## config.mk

```make
export PLATFORM = sky130hd
export DESIGN_NAME = pop_best_select_flat
export DESIGN_NICKNAME = d
export VERILOG_FILES = /design/src/rtl/pop_best_select_pkg.sv /design/src/rtl/pop_best_select_if.sv /design/src/rtl/pop_best_select_best2_update.sv /design/src/rtl/pop_best_select.sv /design/src/flat_wrapper.sv
export SDC_FILE = /design/constraint.sdc
export NUM_CORES = 2
export LEC_CHECK = 0
export CORE_AREA = 2 2 259 261
export CTS_CLUSTER_DIAMETER = 60
export DETAILED_ROUTE_END_ITERATION = 6
export DIE_AREA = 0 0 261 263
export PLACE_DENSITY = 0.74
export SLEW_MARGIN = 20
export SYNTH_ARGS = -nofsm -noshare
export SYNTH_HDL_FRONTEND = slang
export SYNTH_SLANG_ARGS = --single-unit
```

## constraint.sdc

```tcl
create_clock -name clk -period 13.7 [get_ports clk]
set_input_delay 1.37 -clock clk [delete_from_list [all_inputs] [get_ports clk]]
set_output_delay 1.37 -clock clk [all_outputs]
set_load 0.01 [all_outputs]
```

## src/rtl/pop_best_select_pkg.sv

```systemverilog
// Shared parameters, FSM encoding and bus helpers for the population
// best/second-best selector and its upstream distance stage.
package gbr_pkg;
    localparam int N_IND  = 50;
    localparam int DIST_W = 12;
    localparam int IDX_W  = 6;
    localparam int SUM_W  = 18;

    typedef enum logic [1:0] {IDLE, SCAN, FINISH} state_t;

    function automatic logic [DIST_W-1:0] dist_at(
        input logic [N_IND*DIST_W-1:0] bus,
        input logic [IDX_W-1:0]        i
    );
        return bus[int'(i)*DIST_W +: DIST_W];
    endfunction
endpackage

```

## src/rtl/pop_best_select_if.sv

```systemverilog
// Start/result bus between the GA controller (master) and the selector (slave).
interface pop_best_select_if;
    import gbr_pkg::*;

    logic                    start;
    logic [N_IND*DIST_W-1:0] distances;
    logic                    busy;
    logic                    done;
    logic [IDX_W-1:0]        best_idx;
    logic [DIST_W-1:0]       best_dist;
    logic [IDX_W-1:0]        second_idx;
    logic [DIST_W-1:0]       second_dist;
    logic [SUM_W-1:0]        total_dist;

    modport master (
        output start, distances,
        input  busy, done, best_idx, best_dist, second_idx, second_dist, total_dist
    );

    modport slave (
        input  start, distances,
        output busy, done, best_idx, best_dist, second_idx, second_dist, total_dist
    );
endinterface

```

## src/rtl/pop_best_select_best2_update.sv

```systemverilog
// Combinational best/second-best update for one new (distance, index) entry.
// Strict compares keep the lowest index among equal distances.
module best2_update
    import gbr_pkg::*;
(
    input  logic [DIST_W-1:0] i_best_dist,
    input  logic [IDX_W-1:0]  i_best_idx,
    input  logic              i_best_vld,
    input  logic [DIST_W-1:0] i_sec_dist,
    input  logic [IDX_W-1:0]  i_sec_idx,
    input  logic              i_sec_vld,
    input  logic [DIST_W-1:0] i_d,
    input  logic [IDX_W-1:0]  i_i,
    output logic [DIST_W-1:0] o_best_dist,
    output logic [IDX_W-1:0]  o_best_idx,
    output logic              o_best_vld,
    output logic [DIST_W-1:0] o_sec_dist,
    output logic [IDX_W-1:0]  o_sec_idx,
    output logic              o_sec_vld
);
    always_comb begin
        o_best_dist = i_best_dist;
        o_best_idx  = i_best_idx;
        o_best_vld  = i_best_vld;
        o_sec_dist  = i_sec_dist;
        o_sec_idx   = i_sec_idx;
        o_sec_vld   = i_sec_vld;
        if (!i_best_vld) begin
            o_best_dist = i_d;
            o_best_idx  = i_i;
            o_best_vld  = 1'b1;
        end else if (i_d < i_best_dist) begin
            // old best is demoted, never lost
            o_sec_dist  = i_best_dist;
            o_sec_idx   = i_best_idx;
            o_sec_vld   = 1'b1;
            o_best_dist = i_d;
            o_best_idx  = i_i;
        end else if (!i_sec_vld || (i_d < i_sec_dist)) begin
            o_sec_dist  = i_d;
            o_sec_idx   = i_i;
            o_sec_vld   = 1'b1;
        end
    end
endmodule

```

## src/rtl/pop_best_select.sv

```systemverilog
// Scans a snapshot of the population distances one entry per cycle, picking
// the two fittest individuals (crossover parents) and the population total.
module pop_best_select
    import gbr_pkg::*;
(
    input  logic               clk,
    input  logic               rst,
    pop_best_select_if.slave   bus
);
    if (N_IND < 2) begin : g_chk_n
        $error("pop_best_select: N_IND must be >= 2");
    end
    if (SUM_W < DIST_W + IDX_W) begin : g_chk_sum
        $error("pop_best_select: SUM_W too narrow for the population total");
    end

    localparam logic [IDX_W-1:0] LAST_IDX = IDX_W'(N_IND - 1);

    state_t                  r_state;
    logic [N_IND*DIST_W-1:0] r_snap;
    logic [IDX_W-1:0]        r_idx;
    logic [SUM_W-1:0]        r_sum;
    logic                    r_busy;
    logic                    r_done;

    // working pair, only meaningful while scanning
    logic [DIST_W-1:0]       r_wb_dist, r_ws_dist;
    logic [IDX_W-1:0]        r_wb_idx,  r_ws_idx;
    logic                    r_wb_vld,  r_ws_vld;

    // published results, held until the next FINISH
    logic [DIST_W-1:0]       r_best_dist, r_sec_dist;
    logic [IDX_W-1:0]        r_best_idx,  r_sec_idx;
    logic [SUM_W-1:0]        r_total;

    logic [DIST_W-1:0]       w_d;
    logic [DIST_W-1:0]       w_nb_dist, w_ns_dist;
    logic [IDX_W-1:0]        w_nb_idx,  w_ns_idx;
    logic                    w_nb_vld,  w_ns_vld;

    assign w_d = dist_at(r_snap, r_idx);

    best2_update u_best2 (
        .i_best_dist (r_wb_dist),
        .i_best_idx  (r_wb_idx),
        .i_best_vld  (r_wb_vld),
        .i_sec_dist  (r_ws_dist),
        .i_sec_idx   (r_ws_idx),
        .i_sec_vld   (r_ws_vld),
        .i_d         (w_d),
        .i_i         (r_idx),
        .o_best_dist (w_nb_dist),
        .o_best_idx  (w_nb_idx),
        .o_best_vld  (w_nb_vld),
        .o_sec_dist  (w_ns_dist),
        .o_sec_idx   (w_ns_idx),
        .o_sec_vld   (w_ns_vld)
    );

    always_ff @(posedge clk) begin
        if (rst) begin
            r_state     <= IDLE;
            r_snap      <= '0;
            r_idx       <= '0;
            r_sum       <= '0;
            r_busy      <= 1'b0;
            r_done      <= 1'b0;
            r_wb_dist   <= '0;
            r_wb_idx    <= '0;
            r_wb_vld    <= 1'b0;
            r_ws_dist   <= '0;
            r_ws_idx    <= '0;
            r_ws_vld    <= 1'b0;
            r_best_dist <= '0;
            r_best_idx  <= '0;
            r_sec_dist  <= '0;
            r_sec_idx   <= '0;
            r_total     <= '0;
        end else begin
            r_done <= 1'b0;
            case (r_state)
                IDLE: begin
                    if (bus.start) begin
                        r_snap   <= bus.distances;
                        r_wb_vld <= 1'b0;
                        r_ws_vld <= 1'b0;
                        r_sum    <= '0;
                        r_idx    <= '0;
                        r_busy   <= 1'b1;
                        r_state  <= SCAN;
                    end
                end
                SCAN: begin
                    r_wb_dist <= w_nb_dist;
                    r_wb_idx  <= w_nb_idx;
                    r_wb_vld  <= w_nb_vld;
                    r_ws_dist <= w_ns_dist;
                    r_ws_idx  <= w_ns_idx;
                    r_ws_vld  <= w_ns_vld;
                    r_sum     <= r_sum + SUM_W'(w_d);
                    if (r_idx == LAST_IDX) r_state <= FINISH;
                    else                   r_idx   <= r_idx + IDX_W'(1);
                end
                FINISH: begin
                    r_best_dist <= r_wb_dist;
                    r_best_idx  <= r_wb_idx;
                    r_sec_dist  <= r_ws_dist;
                    r_sec_idx   <= r_ws_idx;
                    r_total     <= r_sum;
                    r_done      <= 1'b1;
                    r_busy      <= 1'b0;
                    r_state     <= IDLE;
                end
                default: r_state <= IDLE;
            endcase
        end
    end

    assign bus.busy        = r_busy;
    assign bus.done        = r_done;
    assign bus.best_idx    = r_best_idx;
    assign bus.best_dist   = r_best_dist;
    assign bus.second_idx  = r_sec_idx;
    assign bus.second_dist = r_sec_dist;
    assign bus.total_dist  = r_total;
endmodule

```

## src/flat_wrapper.sv

```systemverilog
// flat-port wrapper written by rule: the top's interface ports become plain ports
module pop_best_select_flat import gbr_pkg::*;
  (clk, rst, bus_start, bus_distances, bus_busy, bus_done, bus_best_idx, bus_best_dist, bus_second_idx, bus_second_dist, bus_total_dist);
  pop_best_select_if bus_i ();
  input  logic clk;
  input  logic rst;
  input wire logic [$bits(bus_i.start)-1:0] bus_start;
  input wire logic [$bits(bus_i.distances)-1:0] bus_distances;
  output wire logic [$bits(bus_i.busy)-1:0] bus_busy;
  output wire logic [$bits(bus_i.done)-1:0] bus_done;
  output wire logic [$bits(bus_i.best_idx)-1:0] bus_best_idx;
  output wire logic [$bits(bus_i.best_dist)-1:0] bus_best_dist;
  output wire logic [$bits(bus_i.second_idx)-1:0] bus_second_idx;
  output wire logic [$bits(bus_i.second_dist)-1:0] bus_second_dist;
  output wire logic [$bits(bus_i.total_dist)-1:0] bus_total_dist;
  assign bus_i.start = bus_start;
  assign bus_i.distances = bus_distances;
  assign bus_busy = bus_i.busy;
  assign bus_done = bus_i.done;
  assign bus_best_idx = bus_i.best_idx;
  assign bus_best_dist = bus_i.best_dist;
  assign bus_second_idx = bus_i.second_idx;
  assign bus_second_dist = bus_i.second_dist;
  assign bus_total_dist = bus_i.total_dist;
  pop_best_select u_core (.clk(clk), .rst(rst), .bus(bus_i));
endmodule
```

## Yosys cells after proc, flatten, opt, wreduce, memory -nomap -nowiden

Cells that the tools add are included.

- Bits in registers: 720
- Input bits: 603
- Output and inout port bits: 56
- Logic and storage cells: 71

- Add/sub/neg operators: 2
- $mul: 1
- $lt $le $gt $ge: 2
- Equality and inequality tests: 9
- Shift-type cells: 1
- Mux-type cells: 25
- Reduce and logical (&&, ||, !) cells: 14

Operator list:

| operator | count |
|---|---|
| indexed part select 600 x 32 -> 12 bit | 1 |
| two-way mux 12 bit | 4 |
| two-way mux 6 bit | 6 |
| one-hot mux 18 bit (2 select lines) | 1 |
| less-than comparator 12 bit | 2 |
| adder 18 x 12 -> 18 bit | 1 |
| two-way mux 18 bit | 1 |
| one-hot mux 6 bit (2 select lines) | 1 |
| AND reduction 2 bit | 5 |
| multiplier 6 x 2 -> 8 bit, second input constant | 1 |
| adder 6 x 1 -> 6 bit, second input constant | 1 |
| equality test 6 bit, second input constant | 1 |
| two-way mux 1 bit | 6 |
| != test 2 bit, second input constant | 3 |
| one-hot mux 1 bit (2 select lines) | 3 |
| AND reduction 3 bit | 2 |
| nonzero test 2 bit | 3 |
| two-way mux 2 bit | 2 |
| != test 2 x 1 -> 1 bit, second input constant | 2 |
| one-hot mux 2 bit (2 select lines) | 1 |
| AND reduction 4 bit | 1 |
| != test 3 bit, second input constant | 1 |
| equality test 2 x 1 -> 1 bit, second input constant | 1 |
| equality test 2 bit, second input constant | 1 |
| 3 further kinds | 3 |

## Logic depth before layout (Yosys ltp)

- Word-level depth: 8
- Gate-level depth with buffers: 19
- Gate-level depth less buffers: 16

## Modules after synthesis

A second synthesis with hierarchy kept.

- Cells, all modules: 3,632
- Area total of the unflattened synthesis: 31,092.3 sq um

By module, submodules not included:

| module | times used | cells each | area each (sq um) | sequential area each (sq um) |
|---|---|---|---|---|
| pop_best_select | 1 | 3,460 | 29,806.1 | 14,413.8 |
| best2_update | 1 | 172 | 1,286.2 | 0.0 |

## Least setup slack after synthesis

No wires, ideal clock.

- Path type: flip-flop to flip-flop
- Start: reg u_core.r_idx[0]
- End: reg u_core.r_sum[13]
- Setup time: 0.121 ns
- Data arrival time: 4.888 ns
- Data required time: 13.579 ns
- Setup slack: 8.691 ns
- Cell stages (with the launch flop): 18
- Cells stage by stage: dfxtp_1 buf_6 buf_4 buf_2 mux4_2 mux4_2 a22o_1 a21oi_1 inv_1 ha_1 a21o_1 a21oi_1 o21ai_0 a2111oi_0 nor3_1 or2_2 o2111ai_1 mux2_2

- Longest elaborated chain between the ends: 4

Ends and longest elaborated chain:

| element | RTL line | RTL |
|---|---|---|
| start: declaration | pop_best_select.sv:21 | `logic [IDX_W-1:0] r_idx;` |
| start signal: assignment | pop_best_select.sv:102 | `else r_idx <= r_idx + IDX_W'(1);` |
| multiplier 6 x 2 -> 8 bit | pop_best_select_pkg.sv:15 | `return bus[int'(i)*DIST_W +: DIST_W];` |
| indexed part select 600 x 32 -> 12 bit | pop_best_select_pkg.sv:15 |  |
| named net u_core.u_best2.i_d[1] | pop_best_select_best2_update.sv:12 | `input logic [DIST_W-1:0] i_d,` |
| adder 18 x 12 -> 18 bit | pop_best_select.sv:100 | `r_sum <= r_sum + SUM_W'(w_d);` |
| one-hot mux 18 bit (2 select lines) | pop_best_select.sv:81 | `case (r_state)` |
| end signal: assignment | pop_best_select.sv:100 |  |
| end: declaration | pop_best_select.sv:22 | `logic [SUM_W-1:0] r_sum;` |

The timed path passes the listed nets, and every way through them passes these cells.
A chain may end at the register's enable or synchronous reset.

## Worst setup path after layout

Same ends and word-level chain as after synthesis.

==> qor.yml <==
p_seq_share_pct: 43.4
syn2layout_area_growth_pct: 31.5
comb_power_share_pct: 13.7
switching_share_pct: 25.6
arrival_ns: 6.97
core_mm2: 0.0656
synthXorXnorAreaFrac_pct: 0.199
slew_headroom_pct: 24.8
grt_overflow: 0
status: "complete, no violations"
track_usage_pct: 31.5
clk_path_buf_depth: 3
cts_sinks: 720
syn_avg_cell_area_um2: 8.70
worst-path-max-fanout: 100
ctsHoldBuffers: 0
grt_max_degree: 235
fin_ws_ns: 7.23
r2r.worst_path.cells: 16
ys_ff_latch: 720
muxShareOfSynthArea_pct: 14.2
finalNetCount: 4652
clkPwrFrac_pct: 42.9
max_cap_viol_count: 0
synthFlopType: "dfxtp_1"
cp.buffers_inverters: 2
clk_pin_slew_ns: 0.06
grt_first_pass_wirelength_mm: 164
postCtsResizedCells: 0
dp_slack_ns: 7.22
yosysMostFrequentCell: "nand2_1"
cts-root-buf: "clkbuf_16"
hold_path.class: "register to register"
netlist_area_mm2: 0.0307
worstReg2RegEnd: "u_core.r_sum[13]"
rsz0062_at_grt: "false"
synth_top_family_by_area: "simple AND/OR/NAND/NOR gates"
setup_viol: 0
num_rows: 94
globalplace.congestion: 0.900
postCtsSetupBuffers: 0
critical_path_class: "register to register"
worstSetupStartpointType: "register"
placed_area_mm2: 0.0376
reg2reg_setup_slack_ns: 7.23
synthTopCellsByArea: "dfxtp_1 (47%), nand2_1 (15%), mux4_2 (13%)"
tns_ns: 0
wl_per_cell_um: 22.5
required_ns: 14.20
synthesis.instances: 3534
endpoint_kind: "register"
slowest_stage: "dfxtp_4"
period_share_pct: 47.2
p_leak_uw: 0.0148
power_density_mw_per_mm2: 130
start_util_pct: 46.8
crit_family: "compound AO/OA/AOI/OAI gates"
async_reset_ff_share_pct: 0
cts_buffers: 78
synth-adder-area-share_pct: 1.53
reg2reg_from: "u_core.r_idx[0]"
dp_hpwl_mm: 81.0
die_area_mm2: 0.0686
clock_skew_ns: 0.0261
synth.distinct_cells: 59
avgViaCountPerCell: 5.70
crit_top_cell: "a21oi_1"
min_path_cells: 2
final_max_slew_viol_count: 0
yosysWarnings: 0
yosysTopAreaCellShare_pct: 46.9
synth_edf_count: 0
ant_nets: 0
drt_pass1_iterations: 5
io_pins: 659
antenna_found_initial: 28
hold_viol_final: 0
worstMarginPinSlew_ns: 1.13
power_uw: 5260
yosys-top-cells-count: "nand2_1 (1245), dfxtp_1 (720), a21oi_1 (669)"
clkLatencyLatePin_ns: 0.63
die_w_um: 261
wl_mm: 111
numPortBuffers: 658
internal_power_uw: 3910
yosysSeqAreaShare_pct: 46.9
drt-initial-drc-count: 3032
fin_area_mm2: 0.0404
min_from: "u_core.r_snap[288]"
worstPathCellList: "buf_12 > mux4_2 > mux4_2 > nand2_1 > a21oi_1 > a21oi_1 > inv_1 > ha_1 > a21o_1 > a21oi_1 > o21ai_0 > a2111oi_0 > nor3_1 > or2_2 > o2111ai_1 > mux2_2"
cts_tree: "built"
drive_gt1_share_pct: 9.17
route.detailed.drc: 0
num_vias: 28300
p_switching_uw: 1340
synth.net_count: 4174
vdd_drop_max_mv: 0.0910
fp.dieH_um: 263
holdPathEnd: "u_core.r_snap[288]"
critPathMaxStageDelay_ns: 0.84
max_freq_ghz: 0.155
crit_cells: 16
htreeDepth: 3
grt_pass1_vias: 26900
synth-simple-area-share_pct: 17.1
fin_crit_ns: 6.47
yosysTopAreaCell: "dfxtp_1"
synth_compound_area_share_pct: 15.9
-- power groups by stage --
stage	sequential, uW	clock [uW]	combinational, uW
CTS	2280	2260	715
detailed placement	2320	0	711
global route	2290	2360	779
finish	2280	2250	723
global placement	2320	0	705
floorplan	2290	0	405
-- per-layer routing --
| layer | up-vias | routed length, um | GRT usage [%] |
|---|---|---|---|
| li1 | 13100 | - | - |
| met1 | 13600 | 45400 | 41.8 |
| met2 | 1321 | 52600 | 50.1 |
| met3 | 231 | 8040 | 4.68 |
| met4 | 6 | 5300 | 15.7 |
| met5 | - | 44 | 0 |
-- cells in the final DEF, fill, tap and decap left out, types with 36 or more instances in the layout --
cell type,n
dfxtp_1,716
a22o_1,55
clkbuf_16,80
ha_1,36
a21oi_1,668
mux4_2,173
inv_1,39
o21ai_0,46
nand2_1,1245
clkdlybuf4s50_1,657
-- area by class of cell --
| cell class | instances | area [um2] |
|---|---|---|
| Fill cell | 5596 | 25200 |
| Multi-Input combinational cell | 2482 | 15100 |
| Sequential cell | 720 | 14400 |
| Timing Repair Buffer | 691 | 6900 |
| Clock buffer | 104 | 2220 |
| Tap cell | 864 | 1080 |
| Clock inverter | 33 | 513 |
| Inverter | 39 | 146 |
| Antenna cell | 26 | 65.1 |
-- kinds of logic after synthesis --
group                    after synthesis
AO/OA/AOI/OAI                        867
XOR/XNOR                               7
adder cells (fa/ha/maj)               37
buffers and inverters                332
flip-flops                           720
multiplexers                         217
AND/OR/NAND/NOR                     1354
-- through the flow --
step                utilization (%)  std cells  hold slack [ns]
CTS                            61.4       4932            0.451
global placement               57.3       4795            0.439
floorplan                         -       3534            0.433
finish                         61.6       4959            0.452
global route                   61.6       4956            0.468
detailed placement             57.3       4795            0.443
-- worst reg2reg max path: stages, from the launching register on --
cell and delay, ns:
dfxtp_4 0.84, buf_12 0.61, mux4_2 0.76, mux4_2 0.55, nand2_1 0.13, a21oi_1 0.13
a21oi_1 0.34, inv_1 0.18, ha_1 0.33, a21o_1 0.20, a21oi_1 0.22, o21ai_0 0.17
a2111oi_0 0.78, nor3_1 0.18, or2_2 0.38, o2111ai_1 0.21, mux2_2 0.35
-- worst max path at each step --
stage	from	endpoint	slack, ns
floorplan	u_core.r_idx[0]	u_core.r_sum[13]	8.69
global placement	u_core.r_idx[0]	u_core.r_sum[13]	7.25
detailed placement	u_core.r_idx[0]	u_core.r_sum[13]	7.22
CTS	u_core.r_idx[0]	u_core.r_sum[13]	7.21
global route	u_core.r_idx[0]	u_core.r_sum[17]	6.71
finish	u_core.r_idx[0]	u_core.r_sum[13]	7.23
-- sequential cells by signal, indices dropped and copies added, names as in the netlist, 2 cells and up --
signal and flops:
u_core.r_idx 6, u_core.bus.second_dist 12, u_core.bus.second_idx 6, u_core.r_state 2, u_core.r_ws_idx 6, u_core.r_wb_idx 6, u_core.r_snap 600, u_core.r_ws_dist 12
u_core.r_wb_dist 12, u_core.bus.total_dist 18, u_core.r_sum 18, u_core.bus.best_dist 12, u_core.bus.best_idx 6
Note: power is estimated with default switching activity, not from simulation.
